$ cat src/rtl/e_viterbi_213.sv
// e_viterbi_213: hard-decision Viterbi decoder for the K=3 rate-1/2 (111,101) code,
// 4-state ACS with register-exchange survivors and a channel-error flag.
module e_viterbi_213 #(
    parameter int TB_DEPTH = 16,
    parameter int PM_W     = 4,
    parameter int PM_INIT  = 7
) (
    input  logic       clock,
    input  logic       reset,
    input  logic [1:0] Rx,
    input  logic       tb_en,
    output logic       Dx,
    output logic       Dx_oe,
    output logic       error
);
    localparam int CW = PM_W + 1;
    localparam int NW = $clog2(TB_DEPTH);
    localparam logic [NW-1:0] FULL = NW'(TB_DEPTH - 1);
    localparam logic [CW-1:0] SAT = CW'((1 << PM_W) - 1);

    logic [PM_W-1:0]     pm    [4];
    logic [PM_W-1:0]     pm_nx [4];
    logic [TB_DEPTH-1:0] sr    [4];
    logic [TB_DEPTH-1:0] sr_nx [4];
    logic [TB_DEPTH-1:0] surv  [4];
    logic [1:0]          p0    [4];
    logic [1:0]          p1    [4];
    logic [CW-1:0]       c0    [4];
    logic [CW-1:0]       c1    [4];
    logic [CW-1:0]       cand  [4];
    logic [CW-1:0]       norm  [4];
    logic [CW-1:0]       min_m;
    logic [1:0]          best;
    logic [NW-1:0]       cnt;

    function automatic logic [1:0] bm(input logic [1:0] s, input logic u, input logic [1:0] rx);
        logic [1:0] d;
        d = rx ^ {u ^ s[1] ^ s[0], u ^ s[0]};
        return {1'b0, d[1]} + {1'b0, d[0]};
    endfunction

    // Next state {u,a} is reached from {a,0} or {a,1}; ties keep the {a,0} predecessor.
    always_comb begin
        for (int n = 0; n < 4; n++) begin
            p0[n]    = {n[0], 1'b0};
            p1[n]    = {n[0], 1'b1};
            c0[n]    = CW'(pm[p0[n]]) + CW'(bm(p0[n], n[1], Rx));
            c1[n]    = CW'(pm[p1[n]]) + CW'(bm(p1[n], n[1], Rx));
            cand[n]  = c1[n] < c0[n] ? c1[n] : c0[n];
            surv[n]  = c1[n] < c0[n] ? sr[p1[n]] : sr[p0[n]];
            sr_nx[n] = {surv[n][TB_DEPTH-2:0], n[1]};
        end
        min_m = cand[0];
        best  = 2'd0;
        for (int n = 1; n < 4; n++)
            if (cand[n] < min_m) begin
                min_m = cand[n];
                best  = 2'(n);
            end
        for (int n = 0; n < 4; n++) begin
            norm[n]  = cand[n] - min_m;
            pm_nx[n] = norm[n] > SAT ? {PM_W{1'b1}} : norm[n][PM_W-1:0];
        end
    end

    always_ff @(posedge clock or negedge reset) begin
        if (!reset) begin
            pm    <= '{PM_W'(0), PM_W'(PM_INIT), PM_W'(PM_INIT), PM_W'(PM_INIT)};
            sr    <= '{default: '0};
            cnt   <= '0;
            Dx    <= 1'b0;
            Dx_oe <= 1'b0;
            error <= 1'b0;
        end else begin
            Dx_oe <= tb_en && cnt == FULL;
            error <= tb_en && min_m != '0;
            if (tb_en) begin
                pm  <= pm_nx;
                sr  <= sr_nx;
                Dx  <= sr_nx[best][TB_DEPTH-1];
                cnt <= cnt == FULL ? cnt : cnt + 1'b1;
            end
        end
    end
endmodule

$ cat config.mk
export PLATFORM = sky130hd
export DESIGN_NAME = e_viterbi_213
export DESIGN_NICKNAME = d
export VERILOG_FILES = /design/src/rtl/e_viterbi_213.sv
export SDC_FILE = /design/constraint.sdc
export NUM_CORES = 1
export LEC_CHECK = 0
export BUFFER_PORTS_ARGS = -buffer_cell sky130_fd_sc_hd__clkbuf_2
export CORE_MARGIN = 2
export CORE_UTILIZATION = 65
export CTS_CLUSTER_DIAMETER = 200
export DETAILED_ROUTE_END_ITERATION = 8
export GPL_TIMING_DRIVEN = 0
export PLACE_DENSITY = 0.8
export SLEW_MARGIN = 5
export SYNTH_ARGS = -nofsm -noshare
export SYNTH_HDL_FRONTEND = slang
export SYNTH_SLANG_ARGS = --single-unit
export TNS_END_PERCENT = 1
$ cat constraint.sdc
create_clock -name clock -period 9.2 [get_ports clock]
set_clock_uncertainty 0.05 [all_clocks]
set_input_delay 2.3 -clock clock [delete_from_list [all_inputs] [get_ports clock]]
set_output_delay 2.3 -clock clock [all_outputs]
set_load 0.1 [all_outputs]
==> results.txt <==
Antenna violations before repair: 0
Min Tclk post-route: 9.70 ns
CP Capture Type: register
Tcrit/Tclk final: 105%
R2r setup slk: 0.97 ns
Yosys top cell area share: 27.2%
Area delta synth->final: 26.9%
Root Driver: clkbuf_8
Type of element launching the critical path: primary input
Syn Std Cell Area: 0.00635 mm^2
Initial Util: 65.9%
Sink Count: 78
Die width: 103 um
Core footprint: 0.00964 mm^2
Drt pass-1 iters: 5
Commonest cells post-synth: 92 x nor2_1, 71 x a21oi_1, 69 x dfrtp_1
PnR worst setup slack: -0.502 ns
Critical-path top delay cell: ha_4
Final WL: 20.0 mm
Critical Path RT: 9.41 ns
Detail-routed via count per cell: 6.57
Clk slew on worst S/H paths: 0.08 ns
Avg Inst Size Synth: 8.65 um^2
Total CTS buffers: 9
Buf/Inv on CP: 8
H-tree levels: 3
DIE AREA: 0.0106 mm^2
WL per Instance: 21.1 um
Hpwl dp: 12.6 mm
Yosys reg bits: 78
Final Max Slew Viols: 0
Max Clk Rate: 103 MHz
Hold Path Class: reg -> reg
Ranking of synthesized cells by area: dfrtp_1 27%, ha_1 11%, mux2i_1 6.9%
Number of routed nets with antenna violations: 0
CP max stage delay: 0.33 ns
Unique masters post-synth: 83
Cell accounting for the most synthesized area: dfrtp_1
Largest net degree at the start of global routing: 64
Diodes inserted: 0
Reg-to-Reg End: pm[3]
Slew margin rel.: 38.4%
CP top delay family: compound AO/OA/AOI/OAI gates
CTS tree: built
Die Y: 103 um
Port Buffer Count: 6
Max-cap check violation count: 0
Status: complete, but fails checks
Sequential share of the synthesized area: 30.9%
RSZ-0062 raised after global routing: true
WHS Path Cells: 1
Final Hold Fails: 0
Final setup fails: 16
Cell mode on critical path: ha_4
Max FO, Critical Path: 6
Vias in the first global route: 5,996
Final net count: 872
GPL Wtd Cong: 0.908
Crit. Startpoint: Rx[1]
First-pass GRT wire length: 28.2 mm
Asr flop ratio synth: 100%
Worst r2r src: pm[5]
Worst Reg-to-Reg Cells: 39
Routed via count: 6,239
Total Routing Usage GR: 34.9%
Share of cells above drive strength 1: 28.9%
Congestion Overflow GR: 0
Initial DRC Count: 375
Violated checks: setup timing
Hold Path End: sr[0]
Syn nets: 796
IO Pins: 8
Clk buf depth: 2
CP arrival: 9.91 ns
CP Class: in -> reg
Slew @ Worst Pin: 0.914 ns
Std-Cell Rows: 36
# hold bufs at CTS: 0
Cell with the most instances after synthesis: nor2_1
Post-Synthesis Cells: 735
Clock latency on the worst-skew pair: 0.37 ns
EDFF count, synth: 0
Setup WS pre-CTS: -1.41 ns
Post-route DRC: 0
Post-synth top flop: dfrtp_1
Hold wc startpoint: sr[0]
Synth Warn #: 0
## worst max path at each step
stage                         to  slack, ns  cells after the start
after floorplan            pm[3]      -0.03                     37
after global placement     pm[3]      -1.31                     37
after detailed placement  pm[15]      -1.41                     37
after CTS                 pm[14]       0.02                     41
after global routing       pm[3]      -0.61                     42
final                      pm[3]      -0.50                     42
## worst register-to-register path: cells and delay by family (launching register included)
kind,cells,cell delay [ns]
AO/OA/AOI/OAI,14,2.87
XOR/XNOR,3,0.68
multiplexers,2,0.49
adder cells (fa/ha/maj),6,1.39
AND/OR/NAND/NOR,8,1.04
flip-flops,1,0.52
buffers and inverters,6,1.12
## layout make-up
type,count,area (um^2)
timing repair buffer,65,544
multi-input combinational,568,4760
fill,546,1580
clock inverter,5,106
tap,133,166
inverter,54,218
sequential,78,1960
clock buffer,11,141
buffer,35,161
## through the flow
step / utilization (%) / instance area (um^2) / hold slack, ns / TNS, ns / cells
2_1_floorplan: - / 6590 / 0.389 / -0.130 / 735
3_5_place_dp: 70.7 / 6820 / 0.418 / -22.36 / 875
5_1_grt: 83.7 / 8060 / 0.458 / -7.18 / 949
4_1_cts: 78.5 / 7560 / 0.427 / 0 / 926
3_3_place_gp: 70.4 / 6790 / 0.409 / -20.23 / 874
6_report: 83.7 / 8060 / 0.430 / -5.30 / 949
## routing by layer
layer,GRT usage (%),wire length (um)
met1,41.1,7470
met2,63.0,10200
met3,5.02,1170
met4,15.9,1230
met5,0,0
## placed cells by master, fill, tap and decap left out, types with 6 or more instances in the layout
| cell | instances |
|---|---|
| clkbuf_1 | 26 |
| inv_1 | 39 |
| mux2i_1 | 40 |
| ha_2 | 6 |
| dfrtp_1 | 69 |
| nand2_1 | 55 |
| a21oi_2 | 7 |
| buf_4 | 53 |
| a31oi_1 | 27 |
| a21oi_1 | 60 |
| xor2_1 | 8 |
| buf_2 | 6 |
| buf_6 | 8 |
| nor2_1 | 89 |
| clkbuf_8 | 10 |
| xnor2_1 | 26 |
| ha_1 | 27 |
| nand3_1 | 9 |
| a21o_1 | 10 |
| mux2_2 | 9 |
| nor2b_1 | 10 |
| o21ai_0 | 17 |
| o211ai_1 | 8 |
| ha_4 | 23 |
| dfstp_2 | 9 |
| inv_2 | 10 |
| a21oi_4 | 7 |
## timing repair
item / CTS / global route
buffers inserted: 35 / 23
endpoints found under the setup margin: 17 / 16
endpoints found under the hold margin: 0 / 0
resized for setup: 44 / 65
pin swaps: 29 / 43
## registers in the layout, indices dropped and copies added, names as in the netlist
signal  count
pm         16
cnt         4
Dx          1
Dx_oe       1
error       1
sr         55
## cells by family after synthesis
logic type	share of synthesized area (%)
mux	8.98
fa+ha+maj	11.3
simple gates	15.7
flops	30.9
buf+inv	5.61
xor+xnor	6.02
compound gates	21.4
Power is left out: the tool's default activity adds up to more than one toggle a clock period on the data nets, which glitch-free logic cannot reach.
